[config.mk]
export PLATFORM = sky130hd
export DESIGN_NAME = mult_div_sequencer
export DESIGN_NICKNAME = d
export VERILOG_FILES = /design/src/rtl/mult_div_sequencer.sv
export SDC_FILE = /design/constraint.sdc
export NUM_CORES = 1
export LEC_CHECK = 0
export BUFFER_PORTS_ARGS = -buffer_cell sky130_fd_sc_hd__buf_2
export CAP_MARGIN = 40
export CORE_MARGIN = 5
export CORE_UTILIZATION = 56
export CTS_BUF_LIST = sky130_fd_sc_hd__clkbuf_4 sky130_fd_sc_hd__clkbuf_8
export DETAILED_ROUTE_END_ITERATION = 10
export PLACE_DENSITY = 0.83
export SYNTH_ARGS = -nofsm -noshare
export SYNTH_HDL_FRONTEND = slang
export SYNTH_SLANG_ARGS = --single-unit
[constraint.sdc]
create_clock -name clk -period 3.4 [get_ports clk]
set_input_delay 0.17 -clock clk [delete_from_list [all_inputs] [get_ports clk]]
set_output_delay 0.17 -clock clk [all_outputs]
set_load 0.02 [all_outputs]
[src/rtl/mult_div_sequencer.sv]
// Iterative MIPS mult/multu/div/divu unit: shift-add multiply or restoring divide, HI/LO result registers.
// Latency: WIDTH iterations + 1 fix-up cycle; done pulses WIDTH+2 cycles after the accept cycle.
// Backpressure: none queued; start is taken only in IDLE/DONE, and busy stalls dependent instructions.
module mult_div_sequencer #(
    parameter int WIDTH = 32
) (
    input  logic             clk,
    input  logic             rst_n,
    input  logic             start,
    input  logic [5:0]       Funct,
    input  logic [WIDTH-1:0] SrcA,
    input  logic [WIDTH-1:0] SrcB,
    input  logic             abort,
    output logic             busy,
    output logic             done,
    output logic [WIDTH-1:0] HI,
    output logic [WIDTH-1:0] LO
);

    localparam int CW = $clog2(WIDTH);
    localparam logic [CW-1:0] LAST = CW'(WIDTH - 1);

    localparam logic [2:0] S_IDLE = 3'd0;
    localparam logic [2:0] S_MUL  = 3'd1;
    localparam logic [2:0] S_DIV  = 3'd2;
    localparam logic [2:0] S_FIX  = 3'd3;
    localparam logic [2:0] S_DONE = 3'd4;

    logic [2:0]         state_q, state_d;
    logic [CW-1:0]      cnt_q, cnt_d;
    logic [2*WIDTH-1:0] acc_q, acc_d;
    logic [WIDTH-1:0]   opnd_q, opnd_d;
    logic               neg_a_q, neg_a_d;
    logic               neg_b_q, neg_b_d;
    logic               dz_q, dz_d;
    logic               is_div_q, is_div_d;
    logic [WIDTH-1:0]   hi_q, hi_d;
    logic [WIDTH-1:0]   lo_q, lo_d;
    logic               busy_q, busy_d;
    logic               done_q, done_d;

    logic               accept;
    logic               op_signed;
    logic               a_neg, b_neg;
    logic [WIDTH-1:0]   a_mag, b_mag;
    logic [WIDTH-1:0]   mul_addend;
    logic [WIDTH:0]     mul_sum;
    logic [WIDTH:0]     div_shift;
    logic [WIDTH:0]     div_trial;
    logic [2*WIDTH-1:0] prod_fix;
    logic [WIDTH-1:0]   quo_fix;
    logic [WIDTH-1:0]   rem_fix;

    // Valid codes are 0110xx: bit 1 selects divide, bit 0 selects unsigned.
    assign accept    = start && (Funct[5:2] == 4'b0110);
    assign op_signed = ~Funct[0];
    assign a_neg     = op_signed & SrcA[WIDTH-1];
    assign b_neg     = op_signed & SrcB[WIDTH-1];
    assign a_mag     = a_neg ? -SrcA : SrcA;
    assign b_mag     = b_neg ? -SrcB : SrcB;

    assign mul_addend = acc_q[0] ? opnd_q : '0;
    assign mul_sum    = {1'b0, acc_q[2*WIDTH-1:WIDTH]} + {1'b0, mul_addend};
    assign div_shift  = acc_q[2*WIDTH-1:WIDTH-1];
    assign div_trial  = div_shift - {1'b0, opnd_q};

    // A zero divisor leaves remainder = |dividend|, so restoring its sign yields SrcA; only the quotient skips fix-up.
    assign prod_fix = (neg_a_q ^ neg_b_q) ? -acc_q : acc_q;
    assign quo_fix  = ((neg_a_q ^ neg_b_q) && !dz_q) ? -acc_q[WIDTH-1:0] : acc_q[WIDTH-1:0];
    assign rem_fix  = neg_a_q ? -acc_q[2*WIDTH-1:WIDTH] : acc_q[2*WIDTH-1:WIDTH];

    always_comb begin
        state_d  = state_q;
        cnt_d    = cnt_q;
        acc_d    = acc_q;
        opnd_d   = opnd_q;
        neg_a_d  = neg_a_q;
        neg_b_d  = neg_b_q;
        dz_d     = dz_q;
        is_div_d = is_div_q;
        hi_d     = hi_q;
        lo_d     = lo_q;
        case (state_q)
            S_IDLE, S_DONE: begin
                if (abort) begin
                    state_d = S_IDLE;
                end else if (accept) begin
                    cnt_d    = '0;
                    neg_a_d  = a_neg;
                    neg_b_d  = b_neg;
                    is_div_d = Funct[1];
                    dz_d     = Funct[1] && (SrcB == '0);
                    if (Funct[1]) begin
                        state_d = S_DIV;
                        acc_d   = {{WIDTH{1'b0}}, a_mag};
                        opnd_d  = b_mag;
                    end else begin
                        state_d = S_MUL;
                        acc_d   = {{WIDTH{1'b0}}, b_mag};
                        opnd_d  = a_mag;
                    end
                end else begin
                    state_d = S_IDLE;
                end
            end
            S_MUL: begin
                if (abort) begin
                    state_d = S_IDLE;
                end else begin
                    acc_d = {mul_sum, acc_q[WIDTH-1:1]};
                    cnt_d = cnt_q + 1'b1;
                    if (cnt_q == LAST) state_d = S_FIX;
                end
            end
            S_DIV: begin
                if (abort) begin
                    state_d = S_IDLE;
                end else begin
                    if (!div_trial[WIDTH])
                        acc_d = {div_trial[WIDTH-1:0], acc_q[WIDTH-2:0], 1'b1};
                    else
                        acc_d = {div_shift[WIDTH-1:0], acc_q[WIDTH-2:0], 1'b0};
                    cnt_d = cnt_q + 1'b1;
                    if (cnt_q == LAST) state_d = S_FIX;
                end
            end
            S_FIX: begin
                if (abort) begin
                    state_d = S_IDLE;
                end else begin
                    state_d = S_DONE;
                    if (is_div_q) begin
                        hi_d = rem_fix;
                        lo_d = quo_fix;
                    end else begin
                        hi_d = prod_fix[2*WIDTH-1:WIDTH];
                        lo_d = prod_fix[WIDTH-1:0];
                    end
                end
            end
            default: state_d = S_IDLE;
        endcase
        busy_d = (state_d == S_MUL) || (state_d == S_DIV) || (state_d == S_FIX);
        done_d = (state_d == S_DONE);
    end

    always_ff @(posedge clk or negedge rst_n) begin
        if (!rst_n) begin
            state_q  <= S_IDLE;
            cnt_q    <= '0;
            acc_q    <= '0;
            opnd_q   <= '0;
            neg_a_q  <= 1'b0;
            neg_b_q  <= 1'b0;
            dz_q     <= 1'b0;
            is_div_q <= 1'b0;
            hi_q     <= '0;
            lo_q     <= '0;
            busy_q   <= 1'b0;
            done_q   <= 1'b0;
        end else begin
            state_q  <= state_d;
            cnt_q    <= cnt_d;
            acc_q    <= acc_d;
            opnd_q   <= opnd_d;
            neg_a_q  <= neg_a_d;
            neg_b_q  <= neg_b_d;
            dz_q     <= dz_d;
            is_div_q <= is_div_d;
            hi_q     <= hi_d;
            lo_q     <= lo_d;
            busy_q   <= busy_d;
            done_q   <= done_d;
        end
    end

    assign busy = busy_q;
    assign done = done_q;
    assign HI   = hi_q;
    assign LO   = lo_q;

endmodule
==> impl_metrics.py <==
metrics = {
    "status": {
        "status": "complete, no violations",
    },
    "sta": {
        "final.setup.tns_ns": 0,
        "worst_slack_ns": 0.133,
        "slew_viol_final": 0,
        "hold_viol": 0,
        "fin_skew_ns": 0.0276,
        "setup_viol": 0,
        "period_share_pct": 96.1,
        "fmax_mhz": 306,
        "tightest_slew_ns": 0.855,
        "relSlewSlack_pct": 42.8,
        "fin_crit_ns": 3.27,
    },
    "grt": {
        "grt_usage_pct": 32.6,
        "grt_pass1_vias": 13800,
        "gr-total-overflow": 0,
        "grt_pass1_wl_microns": 73800,
        "grt_start_max_net_pins": 88,
        "antenna_found_initial": 3,
    },
    "pwr": {
        "vdd.ir_drop.worst_mv": 0.317,
        "leakagePower_nw": 7.59,
        "switching_share_pct": 45.2,
        "power.density_nw_per_um2": 541,
        "pwr-share-comb_pct": 51.5,
        "p_clk_share_pct": 18.6,
        "internal_power_mw": 4.84,
        "seqPwrFrac_pct": 29.8,
        "p_switching_mw": 3.99,
    },
    "cts": {
        "cts_buffers": 17,
        "ctsRootBufferMaster": "clkbuf_8",
        "clk_pin_slew_ns": 0.10,
        "clock_latency_ns": 0.49,
        "htree_levels": 4,
        "numClockSinks": 174,
        "clock_path_buffers": 2,
        "cts_tree": "built",
    },
    "place": {
        "dp.cells": 2258,
        "place_congestion": 1.03,
        "place_ws_ns": -0.0529,
        "port-buffer-count": 139,
        "hpwl_microns": 36600,
    },
    "yosys": {
        "ys_seq_area_share_pct": 31.1,
        "syn_nets": 1924,
        "synth_edf_count": 0,
        "ys.warnings.count": 0,
        "yosysUniqueCellTypes": 69,
        "syn_area_sq_um": 14000,
        "syn_area_per_cell_sq_um": 7.87,
        "synthArstFlopShare_pct": 100,
        "synthFlopType": "dfrtp_1",
        "syn_inst": 1778,
        "synth_seq_cells": 174,
    },
    "worst_setup_path": {
        "r2r_slack_ns": 0.13,
        "r2r-start": "acc_q[31]",
        "path_cells": "inv_1 > ha_1 > fa_1 > nand2b_1 > a21oi_1 > o31a_1 > a21oi_2 > a21oi_1 > nor3_1 > buf_4 > xnor2_4 > buf_4 > mux2i_1 > o221ai_1 > o21a_1",
        "critPathKind": "reg -> reg",
        "path_max_fanout": 8,
        "reg2reg_to": "acc_q[35]",
        "required_ns": 3.77,
        "critPathLaunchType": "register",
        "reg2reg_depth": 15,
        "worstPathArrival_ns": 3.63,
        "max_stage_delay_ns": 0.39,
        "crit_path_start": "acc_q[31]",
        "cp-endpoint": "acc_q[35]",
        "endpoint_kind": "register",
        "slowest_stage": "fa_1",
    },
    "job": {
        "drv_cap": 0,
    },
    "final_layout": {
        "syn_to_final_growth_pct": 16.6,
        "utilization_pct": 66.7,
        "drive_above_1_share_pct": 17.1,
        "fill_cells": 2091,
        "layout.nets": 2105,
        "fin_cells": 2297,
    },
    "routing": {
        "viasPerCell": 6.32,
        "drc": 0,
        "drt-initial-drc-count": 1690,
        "postRouteAntennaNets": 0,
        "routed_wl_microns": 47700,
        "wl_per_cell_microns": 20.8,
        "dr.pass1.iters": 9,
        "vias": 14500,
    },
    "floorplan": {
        "dieArea_sq_um": 28300,
        "die_h_microns": 168,
        "die-width_microns": 168,
        "initial_core_util_pct": 57.2,
        "ios": 140,
        "coreArea_sq_um": 24500,
        "rows": 57,
    },
    "hold_path": {
        "hp-start": "SrcB[31]",
        "min_path_type": "in -> reg",
    },
}
## cell usage in the layout, fill, tap and decap left out, types with 23 or more instances in the layout
cell type	n
inv_1	64
nand2_1	218
nor3_1	37
nand2b_1	23
a21o_1	32
nor2_1	163
xor2_1	82
mux2i_1	34
dfrtp_1	174
a21oi_1	143
buf_2	138
buf_4	120
a31oi_1	25
nand3_1	25
a222oi_1	31
xnor2_1	95
o21ai_0	200
ha_1	69
## cell usage after synthesis (6+ instances only)
| library cell | instances | area [sq um] |
|---|---|---|
| dfrtp_1 | 174 | 4350 |
| nor4_1 | 16 | 100 |
| a222oi_1 | 31 | 310 |
| xor2_1 | 82 | 718 |
| a211oi_1 | 6 | 45.0 |
| clkbuf_1 | 90 | 338 |
| xnor2_1 | 96 | 841 |
| nand4_1 | 11 | 68.8 |
| or3_1 | 17 | 106 |
| o21ai_0 | 202 | 1010 |
| o41ai_1 | 8 | 70.1 |
| ha_1 | 70 | 876 |
| a21oi_1 | 145 | 726 |
| o211ai_1 | 18 | 135 |
| nor3_1 | 38 | 190 |
| a22oi_1 | 15 | 113 |
| nand3_1 | 25 | 125 |
| o31ai_1 | 21 | 158 |
| a31oi_1 | 25 | 156 |
| nor2_1 | 165 | 619 |
| and3_1 | 6 | 37.5 |
| o221ai_1 | 11 | 96.3 |
| a21o_1 | 32 | 240 |
| o21a_1 | 15 | 113 |
| or4_1 | 15 | 113 |
| nand2_1 | 218 | 818 |
| buf_1 | 8 | 30.0 |
| inv_1 | 65 | 244 |
| and2_1 | 8 | 50.1 |
| mux2i_1 | 34 | 340 |
| nand2b_1 | 23 | 144 |
| a221oi_1 | 7 | 61.3 |
| nor2b_1 | 12 | 75.1 |
| o21bai_1 | 7 | 52.6 |
## sequential cells by signal (all words and copies together), names as in the netlist
signal and flops:
HI 32, LO 32, acc_q 64, busy 1
cnt_q 5, done 1, dz_q 1, is_div_q 1
neg_a_q 1, neg_b_q 1, opnd_q 32, state_q 3
## area by class of cell
type                            instances  area, sq um  share of cell area (%)
Sequential cell                       174         4350                    26.7
Clock inverter                         15          211                    1.30
Clock buffer                           17          234                    1.43
Antenna cell                            1         2.50                  0.0153
Multi-Input combinational cell       1434         9150                    56.1
Tap cell                              324          405                    2.48
Timing Repair Buffer                  265         1710                    10.5
Inverter                               67          251                    1.54
## worst min path at each step
| stage | end | cells after the start |
|---|---|---|
| 3_5_place_dp | LO[16] | 1 |
| 3_3_place_gp | LO[18] | 1 |
| 6_report | dz_q | 3 |
| 4_1_cts | acc_q[23] | 4 |
| 5_1_grt | acc_q[23] | 4 |
| 2_1_floorplan | HI[0] | 0 |
## worst max-delay path, delay by kind of cell, from the launching register on
kind | cells | cell delay [ns]
flops | 1 | 0.36
xor+xnor | 1 | 0.22
buf+inv | 3 | 0.50
fa+ha+maj | 2 | 0.64
compound gates | 6 | 0.96
simple gates | 2 | 0.27
mux | 1 | 0.19
## metal layers
layer / routed length (microns) / track usage (%)
met1: 19100 / 44.4
met2: 21200 / 50.1
met3: 5310 / 6.68
met4: 2150 / 14.9
met5: 34 / 0
## repair_timing
action	CTS	global route
hold endpoints to repair	85	0
resized for setup	1	23
hold buffers	1	0
endpoints found under the setup margin	4	49
setup buffers	1	3
pin swaps	1	1
cloned	0	1
## metrics by stage
stage	hold slack (ns)	instance area, sq um	total power [mW]
finish	0.0511	16300	8.83
global route	0.0421	16300	9.34
CTS	0.0258	16200	8.60
detailed placement	0.290	15700	6.96
global placement	0.287	15700	6.87
floorplan	-0.126	14000	5.45
## cells by family after synthesis
kind of cell / Yosys count / synth area share, %
AOI/OAI and AO/OA: 575 / 25.4
xor gates and xnor gates: 178 / 11.1
adders and majority gates: 72 / 6.54
buffers and inverters: 170 / 4.65
DFF: 174 / 31.1
muxes: 34 / 2.43
and+or+nand+nor: 575 / 18.7
## power by group through the flow
stage          clock network [mW]  registers, mW  logic [mW]
2_1_floorplan                   0           2.60        2.85
6_report                     1.65           2.63        4.55
4_1_cts                      1.64           2.61        4.34
5_1_grt                      1.74           2.66        4.93
3_3_place_gp                    0           2.64        4.24
3_5_place_dp                    0           2.65        4.31
Note: power is estimated with default switching activity, not from simulation.
